**config.mk**
```make
export PLATFORM = sky130hd
export DESIGN_NAME = calc_core_mp
export DESIGN_NICKNAME = d
export VERILOG_FILES = /design/src/rtl/calc_core_mp.sv
export SDC_FILE = /design/constraint.sdc
export NUM_CORES = 1
export LEC_CHECK = 0
export ABC_AREA = 1
export CAP_MARGIN = 10
export CORE_UTILIZATION = 35
export CTS_CLUSTER_SIZE = 16
export DETAILED_ROUTE_END_ITERATION = 8
export HOLD_SLACK_MARGIN = 0.1
export SYNTH_ARGS = -nofsm -noshare
export SYNTH_HDL_FRONTEND = slang
export SYNTH_SLANG_ARGS = --single-unit
```
**constraint.sdc**
```tcl
create_clock -name c_clk -period 4.5 [get_ports c_clk]
set_clock_uncertainty 0.1 [all_clocks]
set_input_delay 0.45 -clock c_clk [delete_from_list [all_inputs] [get_ports c_clk]]
set_output_delay 0.45 -clock c_clk [all_outputs]
set_load 0.01 [all_outputs]
```
**src/rtl/calc_core_mp.sv**
```systemverilog
// calc_core_mp: N request ports share one add/sub/shift ALU through a round-robin arbiter.
// Latency: cmd+op1 at T, op2 at T+1, grant no earlier than T+2, one-cycle response at T+3 (T+2+NUM_PORTS worst case).
// Backpressure: none. A port ignores cmd_in until its single outstanding op has been answered.
// Optional feature macro: CALC_SHIFT_EN. When it is defined, cmds 5/6 are shl/shr. When it is not,
// cmds 5/6 get the invalid response and no shifter is built.
module calc_core_mp #(
    parameter int NUM_PORTS = 4,
    parameter int DATA_W    = 32
) (
    input  logic                          c_clk,
    input  logic                          reset_n,
    input  logic [NUM_PORTS*4-1:0]        cmd_in,
    input  logic [NUM_PORTS*DATA_W-1:0]   data_in,
    output logic [NUM_PORTS*2-1:0]        out_resp,
    output logic [NUM_PORTS*DATA_W-1:0]   out_data
);

    // Width of a port index. It is kept at least 1 bit so a single-port build still elaborates.
    localparam int PW = (NUM_PORTS > 1) ? $clog2(NUM_PORTS) : 1;

    // Command encodings
    localparam logic [3:0] CMD_ADD = 4'd1;
    localparam logic [3:0] CMD_SUB = 4'd2;
`ifdef CALC_SHIFT_EN
    localparam logic [3:0] CMD_SHL = 4'd5;
    localparam logic [3:0] CMD_SHR = 4'd6;
    // The shift amount uses only the low bits of op2. The upper op2 bits are ignored.
    localparam int         SH_W    = $clog2(DATA_W);
`endif

    // Response codes
    localparam logic [1:0] RESP_OK  = 2'd1;
    localparam logic [1:0] RESP_OVF = 2'd2;
    localparam logic [1:0] RESP_INV = 2'd3;

    typedef enum logic [1:0] {
        ST_IDLE = 2'd0,
        ST_OP2  = 2'd1,
        ST_WAIT = 2'd2
    } state_t;

    // Per-port context. Each port holds at most one outstanding operation.
    state_t              r_state [NUM_PORTS];
    logic [3:0]          r_cmd   [NUM_PORTS];
    logic [DATA_W-1:0]   r_op1   [NUM_PORTS];
    logic [DATA_W-1:0]   r_op2   [NUM_PORTS];

    // Round-robin pointer: the most recently granted port
    logic [PW-1:0]       r_ptr;

    // Registered response outputs. They are all zero except in the single response cycle.
    logic [NUM_PORTS*2-1:0]      r_out_resp;
    logic [NUM_PORTS*DATA_W-1:0] r_out_data;

    // Arbiter and ALU nets
    logic [NUM_PORTS-1:0] w_wait;
    logic                 w_gnt_vld;
    logic [PW-1:0]        w_gnt_idx;
    logic [3:0]           w_alu_cmd;
    logic [DATA_W-1:0]    w_alu_op1;
    logic [DATA_W-1:0]    w_alu_op2;
    logic [DATA_W:0]      w_sum;
    logic [DATA_W-1:0]    w_diff;
    logic [1:0]           w_res_resp;
    logic [DATA_W-1:0]    w_res_data;

    // Collect the ports that are waiting for the ALU
    always_comb begin
        w_wait = '0;
        for (int p = 0; p < NUM_PORTS; p++) begin
            w_wait[p] = (r_state[p] == ST_WAIT);
        end
    end

    // Round-robin pick. The first pass scans ports above r_ptr in ascending order.
    // The second pass wraps around to ports at or below r_ptr, which gives ptr+1..ptr search order.
    always_comb begin
        w_gnt_vld = 1'b0;
        w_gnt_idx = '0;
        for (int p = 0; p < NUM_PORTS; p++) begin
            if (!w_gnt_vld && w_wait[p] && (PW'(p) > r_ptr)) begin
                w_gnt_vld = 1'b1;
                w_gnt_idx = PW'(p);
            end
        end
        for (int p = 0; p < NUM_PORTS; p++) begin
            if (!w_gnt_vld && w_wait[p] && (PW'(p) <= r_ptr)) begin
                w_gnt_vld = 1'b1;
                w_gnt_idx = PW'(p);
            end
        end
    end

    // Route the granted port's operands into the shared ALU
    always_comb begin
        w_alu_cmd = r_cmd[w_gnt_idx];
        w_alu_op1 = r_op1[w_gnt_idx];
        w_alu_op2 = r_op2[w_gnt_idx];
    end

    // Shared unsigned ALU. Overflow, underflow and invalid commands all return data 0.
    always_comb begin
        w_sum      = {1'b0, w_alu_op1} + {1'b0, w_alu_op2};
        w_diff     = w_alu_op1 - w_alu_op2;
        w_res_resp = RESP_INV;
        w_res_data = '0;
        case (w_alu_cmd)
            CMD_ADD: begin
                if (w_sum[DATA_W]) begin
                    w_res_resp = RESP_OVF;
                end else begin
                    w_res_resp = RESP_OK;
                    w_res_data = w_sum[DATA_W-1:0];
                end
            end
            CMD_SUB: begin
                if (w_alu_op2 > w_alu_op1) begin
                    w_res_resp = RESP_OVF;
                end else begin
                    w_res_resp = RESP_OK;
                    w_res_data = w_diff;
                end
            end
`ifdef CALC_SHIFT_EN
            CMD_SHL: begin
                w_res_resp = RESP_OK;
                w_res_data = w_alu_op1 << w_alu_op2[SH_W-1:0];
            end
            CMD_SHR: begin
                w_res_resp = RESP_OK;
                w_res_data = w_alu_op1 >> w_alu_op2[SH_W-1:0];
            end
`endif
            default: begin
                w_res_resp = RESP_INV;
                w_res_data = '0;
            end
        endcase
    end

    // Per-port FSMs, arbiter pointer and registered response, all in one sequential block
    always_ff @(posedge c_clk or negedge reset_n) begin
        if (!reset_n) begin
            for (int p = 0; p < NUM_PORTS; p++) begin
                r_state[p] <= ST_IDLE;
                r_cmd[p]   <= '0;
                r_op1[p]   <= '0;
                r_op2[p]   <= '0;
            end
            r_ptr      <= PW'(NUM_PORTS - 1);
            r_out_resp <= '0;
            r_out_data <= '0;
        end else begin
            // Responses last a single cycle, so they are cleared by default each cycle
            r_out_resp <= '0;
            r_out_data <= '0;
            if (w_gnt_vld) begin
                r_ptr <= w_gnt_idx;
            end
            for (int p = 0; p < NUM_PORTS; p++) begin
                case (r_state[p])
                    ST_IDLE: begin
                        if (cmd_in[4*p +: 4] != 4'd0) begin
                            r_cmd[p]   <= cmd_in[4*p +: 4];
                            r_op1[p]   <= data_in[DATA_W*p +: DATA_W];
                            r_state[p] <= ST_OP2;
                        end
                    end
                    ST_OP2: begin
                        // cmd_in is deliberately ignored while the second operand is captured
                        r_op2[p]   <= data_in[DATA_W*p +: DATA_W];
                        r_state[p] <= ST_WAIT;
                    end
                    ST_WAIT: begin
                        // Returning to IDLE on grant means the port can accept a new
                        // command in the same cycle that its response is presented
                        if (w_gnt_vld && (w_gnt_idx == PW'(p))) begin
                            r_out_resp[2*p +: 2]           <= w_res_resp;
                            r_out_data[DATA_W*p +: DATA_W] <= w_res_data;
                            r_state[p]                     <= ST_IDLE;
                        end
                    end
                    default: begin
                        r_state[p] <= ST_IDLE;
                    end
                endcase
            end
        end
    end

    assign out_resp = r_out_resp;
    assign out_data = r_out_data;

endmodule
```
==> metrics.md <==
| Metric | Value |
|---|---|
| Outcome | `finished, final reports clean` |
| Vias in the first global route | `19.93k` |
| # DRC | `0` |
| Worst r2r path cells | `30` |
| N_diodes | `0` |
| Final nets | `~3.5k` |
| Synth-to-layout area growth | `38.28%` |
| Hold/Removal Path Class | `input port to flop` |
| Largest net degree at the start of global routing | `105` |
| Slowest CP cell | `dfstp_2` |
| Worst skew pair latency | `roughly 610 ps` |
| Post-synth ARST share | `100.0%` |
| Initial Utilization | `35.48%` |
| Final Slew Violations | `0` |
| Iter 0 DRT Violations | `approximately 1.9k` |
| RePlAce Congestion | `1.001` |
| Post-synth top area share | `47.46%` |
| Routed vias/inst | `5.068` |
| Filler cell count | `5985` |
| Average cell area after synthesis | `around 7.6 um2` |
| Synth top cells by count | `nand2_1 (737), dfrtp_1 (416), inv_1 (390)` |
| CP Launch Point | `r_ptr[1]$_DFFE_PN1P_` |
| R2r setup slk | `110 ps` |
| Mapped Cells | `2869` |
| WL/cell | `between 15 and 20 um` |
| Worst-Margin Slew | `around 1200 ps` |
| FF+latch count, synth | `approximately 420` |
| Global-route wire length before repair | `117000 um` |
| Worst EP required | `4820 ps` |
| Most frequent cell after synthesis | `nand2_1` |
| Hpwl dp | `56790 um` |
| Top post-synthesis cells by area | `dfrtp_1 (47%), nand2_1 (13%), o21ai_0 (7.2%), inv_1 (6.7%), nor2_1 (4.2%)` |
| Critical path type | `flop to flop` |
| Library cells used by synthesis | `38` |
| Clock sinks | `418` |
| Syn Nets | `3082` |
| DR vias | `21.17k` |
| Dominant synthesized flop cell | `dfrtp_1` |
| Final setup fails | `0` |
| Die Wd | `252.4 um` |
| Cell accounting for the most synthesized area | `dfrtp_1` |
| Num rows | `91` |
| Total CTS buffers | `45` |
| Clock root cell | `clkbuf_16` |
| Die ar. | `63680 um2` |
| Layout cells sized above 1 | `19.28%` |
| Capturing point of the worst reg2reg path | `out_data[12]$_DFF_PN0_` |
| Routed Antenna Nets | `0` |
| Sequential area share after synthesis | `a little under half` |
| RSZ-0062 raised after global routing | `yes` |
| CTS tree | `yes` |
| I/O Pins | `282` |
| Initial DRT Pass Iterations | `6` |
| Final wirelength | `79590 um` |
| DP Cell Count | `4042` |
| CP most frequent cell | `nand2_2` |
| Total track usage | `a little under a quarter` |
| Highest clock rate | `around 0.23 GHz` |
| Worst-path clk slew | `60 ps` |
| Worst slew margin | `19.99%` |
| Synth warn | `0` |
| Remaining global-route overflow | `0` |
| FF/Latch Area | `10460 um2` |
| Post-synth EDFFs | `0` |
| CP max FO | `8` |
| Crit path time final | `between 4000 and 5000 ps` |
| Final period util | `97.54%` |
| Final hold vios | `0` |
| Multi-input gate area | `10720 um2` |
| Final std cells w/o fill | `roughly 4.2k` |
| Clock Tree Buf Depth | `3` |
| MaxCap Viol Count | `0` |
| CP max stage delay | `approximately 560 ps` |
| Core Region | `between 60000 and 70000 um2` |
| Port bufs | `between 200 and 300` |
| Worst path arrival time | `4710 ps` |
| Initial antenna violation count | `1` |
| Post-synthesis cell area | `between 20000 and 25000 um2` |
| Worst reg2reg startpoint | `r_ptr[1]$_DFFE_PN1P_` |
| Die H | `252.4 um` |
| Htree depth | `2` |
| CP Launch Type | `flop` |
| CP endpoint | `out_data[12]$_DFF_PN0_` |
| Crit end category | `flop` |
layout by cell type, fill, tap and decap left out, types with 7 or more instances in the layout:
cell	netlist	layout
o22ai_1	73	52
o21bai_1	12	10
clkdlybuf4s50_1	0	280
nand2_1	737	690
a21oi_1	181	129
clkbuf_1	96	12
dfrtp_1	416	416
nor2_4	4	15
clkbuf_16	0	55
a22oi_1	15	10
inv_1	390	372
nor2_2	4	67
nor3_1	13	7
nand3_1	96	76
xor2_1	30	29
ha_1	65	35
o22ai_2	0	21
nand2_2	4	46
inv_2	3	19
buf_12	0	18
a21oi_2	0	51
and2_1	9	9
o21ai_2	0	16
o21ai_0	315	281
buf_4	6	216
nor2_1	248	174
clkinv_2	0	10
nand3_2	1	16
nand4_1	83	83
ha_4	0	27
o21ai_1	0	18
flip-flops by register name, summed over array words and instances, names as in the netlist:
signal / cells
out_data: 128
r_op1: 128
r_op2: 128
r_cmd: 16
out_resp: 8
r_state: 8
r_ptr: 2
metrics by stage:
| step | utilization (%) | cell area (um2) | hold slack (ps) | setup WS (ps) | setup TNS, ps |
|---|---|---|---|---|---|
| 6_report | 49.06 | 30330 | 318.7 | 110.7 | 0 |
| 5_1_grt | 49.06 | 30330 | 341.2 | -109.9 | -2296 |
| 4_1_cts | 45.92 | 28390 | 307.7 | 0.08171 | 0 |
| 3_5_place_dp | 43.34 | 26790 | 350.6 | -224.1 | -2417 |
| 3_3_place_gp | 43.34 | 26790 | 346.4 | -151.4 | -1408 |
| 2_1_floorplan | - | 21940 | 54.41 | 495.6 | 0 |
timing repair:
action	CTS	global route
setup endpoints to repair	35	136
resized for setup	28	360
hold endpoints to repair	97	0
cloned	1	11
pin swaps	2	90
hold buffers	1	0
setup buffers	0	40
how the worst min path moves through the flow:
stage,from,end,depth (start not counted)
after floorplan,reset_n,out_data[0]$_DFF_PN0_,0
after global placement,r_cmd[7]$_DFFE_PN0P_,r_cmd[7]$_DFFE_PN0P_,2
after detailed placement,r_cmd[15]$_DFFE_PN0P_,r_cmd[15]$_DFFE_PN0P_,2
after CTS,cmd_in[11],r_cmd[7]$_DFFE_PN0P_,3
after global routing,cmd_in[3],r_cmd[15]$_DFFE_PN0P_,3
final,data_in[89],r_op2[57]$_DFFE_PN0N_,3
cell families (layout without fill, tap and decap cells):
family                     after synthesis  count (layout)  share of synthesized area [%]
AOI/OAI and AO/OA                      597             597                          14.35
xor gates and xnor gates                31              31                          1.238
adders and majority gates               67              67                          3.890
buffers and inverters                  536            1007                          9.645
DFF                                    418             418                          47.70
and+or+nand+nor                       1220            1220                          23.18
cell type report:
type	instances	area share [%]
Clock inverter	19	0.7301
Timing Repair Buffer	531	16.92
Multi-Input combinational cell	1915	35.35
Inverter	394	4.917
Clock buffer	63	4.133
Tap cell	837	3.453
Sequential cell	418	34.49
worst max-delay path: cells and delay by family, from the launching register on:
kind,cells,cell delay (ps)
and+or+nand+nor,18,1930
buffers and inverters,7,940
DFF,1,560
AOI/OAI and AO/OA,4,420
adders and majority gates,1,240
metal layers:
layer,vias to the layer above,wire length (um),global-route usage [%]
li1,10078,-,-
met1,10160,36160,34.56
met2,805,35780,36.42
met3,126,5257,3.388
met4,2,2379,7.498
met5,-,13,0
Power is left out: the tool's default activity adds up to more than one toggle a clock period on the data nets, which glitch-free logic cannot reach.
==> RTL edit (config.mk and constraints unchanged) <==
The option `CALC_SHIFT_EN` is turned on by a define.
--- a/src/rtl/calc_core_mp.sv
+++ b/src/rtl/calc_core_mp.sv
@@ -3,6 +3,8 @@
 // Backpressure: none. A port ignores cmd_in until its single outstanding op has been answered.
 // Optional feature macro: CALC_SHIFT_EN. When it is defined, cmds 5/6 are shl/shr. When it is not,
 // cmds 5/6 get the invalid response and no shifter is built.
+`define CALC_SHIFT_EN
+
 module calc_core_mp #(
     parameter int NUM_PORTS = 4,
     parameter int DATA_W    = 32
Behaviour: not the same (a bounded check fails within 4 cycles, from zero or initial values and one cycle with reset_n low).
==> RTL edit against the unedited design <==
- the flow now finishes with violations (setup timing)
- count of clock-buffer cells in the layout grew 6
- synthesized area grew 12%
- design area grew 20%
- sequential cell count is the same
- global-route usage grew 3.9 points
- routed wire length grew 29%
- critical endpoint is now out_resp[7]
- worst setup slack lost 0.18 ns
Power is not shown: default switching activity piles up to over one toggle a cycle in this logic, so the estimate is an artifact.
==> RTL edit: results (changes against the unedited design) <==
| Metric | Value |
|---|---|
| Cells after Synth | 3,346 (+17%) |
| Max Fanout on Critical Path | 7 (-1) |
| Crit Reg-Reg Startpoint | r_state[4] |
| Met3 WL post-DR | 6914 microns (+32%) |
| Post-place setup slack | -0.3977 ns (-0.1736 ns) |
| Worst Hold Slack | 0.2886 ns (-0.03014 ns) |
| Register area share after synthesis | 42.49% (-5.2 points) |
| Pin count of the biggest net entering global routing | 118 (+12%) |
| Share of layout cells above drive strength 1 | 27.90% (+8.6 points) |
| Syn Nets | 3,559 (+15%) |
| Delay of the slowest cell on the worst path | 0.40 ns (-0.16 ns) |
| Crit path DAT | 4.99 ns (+0.28 ns) |
| # setup viols final | 32 (+32) |
| Clock latency on the worst-skew pair | 0.64 ns (+0.03 ns) |
| Clock transition at path regs | 0.06 ns (about the same) |
| Yosys cell types | 55 (+45%) |
| Crit-path leading delay family | buffers and inverters |
| Number of global-route vias before repair | 24,200 (+21%) |
| WL met1 | 42,480 microns (+17%) |
| Worst R2R Path Depth | 30 (unchanged) |
| CP max-delay cell | dfrtp_1 |
| Final WS setup | -0.07153 ns (-0.1822 ns) |
| Post-CTS sizing | 211 (+650%) |
| Commonest cells in the netlist | nand2_1 (861), nand3_1 (421), dfrtp_1 (416) |
| GRT met2 Usage | 45.91% (+9.5 points) |
| Uppermost layer routed | met4 |
| Mux contribution to synthesized area | 1.509% (+1.5 points) |
| Synth top area cells | dfrtp_1 (42%), nand2_1 (13%), nand3_1 (8.6%), inv_1 (6.3%), o21ai_0 (5.5%) |
| Post-synthesis compound-gate area fraction | 12.71% (-1.6 points) |
| RePlAce Congestion | 1.065 (+6.4%) |
| Grt met3 use | 3.751% (+0.36 points) |
| Total GRT Usage | 27.72% (+3.9 points) |
| XOR/XNOR Fraction of Synth Area | 1.707% (+0.47 points) |
| Global-route wire length before repair | 148,800 microns (+27%) |
| Adder-cell share of the synthesized area | 3.466% (-0.42 points) |
| Worst rel slew slack | 24.42% (+4.4 points) |
| HP Start | data_in[114] |
| Met1 Usage GRT | 36.55% (+2.0 points) |
| Initial DRC count | 2,272 (+19%) |
| CTS buffer count | 46 (+2.2%) |
| Ys flop type | dfrtp_1 |
| Placed cells | 4,798 (+19%) |
| Postcts setup bufs | 11 (+11) |
| Nets | 4,193 (+19%) |
| Failing checks | setup timing |
| Total wire length | 102,400 microns (+29%) |
| Via count | 25,600 (+21%) |
| Hpwl dp | 76,460 microns (+35%) |
| Worst Hold Endpoint | r_op1[18] |
| Routed met2 length | 47,940 microns (+34%) |
| FF-to-FF End | out_resp[7] |
| Average vias per placed instance | 5.176 (+2.1%) |
| Outcome | finished, violations left |
-- RTL edit: worst register-to-register path, delay by kind of cell, from the launching register on --
kind                     cells  cell delay [ns]
flip-flops                   1             0.40
buffers and inverters       10             1.33
adder cells (fa/ha/maj)      1             0.34
AND/OR/NAND/NOR             11             1.32
AO/OA/AOI/OAI                8             1.01
-- RTL edit: per-stage QoR --
stage / TNS, ns / cell area (sq um) / util [%]
floorplan: 0 / 24620 / -
global placement: -28.00 / 31090 / 45.01
detailed placement: -31.62 / 31090 / 45.01
CTS: -1.109 / 33680 / 48.77
global route: -21.07 / 36470 / 52.80
finish: -0.7910 / 36470 / 52.80
-- RTL edit: layout make-up --
class	count	area, sq um
Clock buffer	69	1308
Clock inverter	14	203.9
Tap cell	931	1165
Fill cell	6456	32600
Inverter	423	1623
Timing Repair Buffer	764	7094
Multi-Input combinational cell	2327	14610
Sequential cell	418	10460
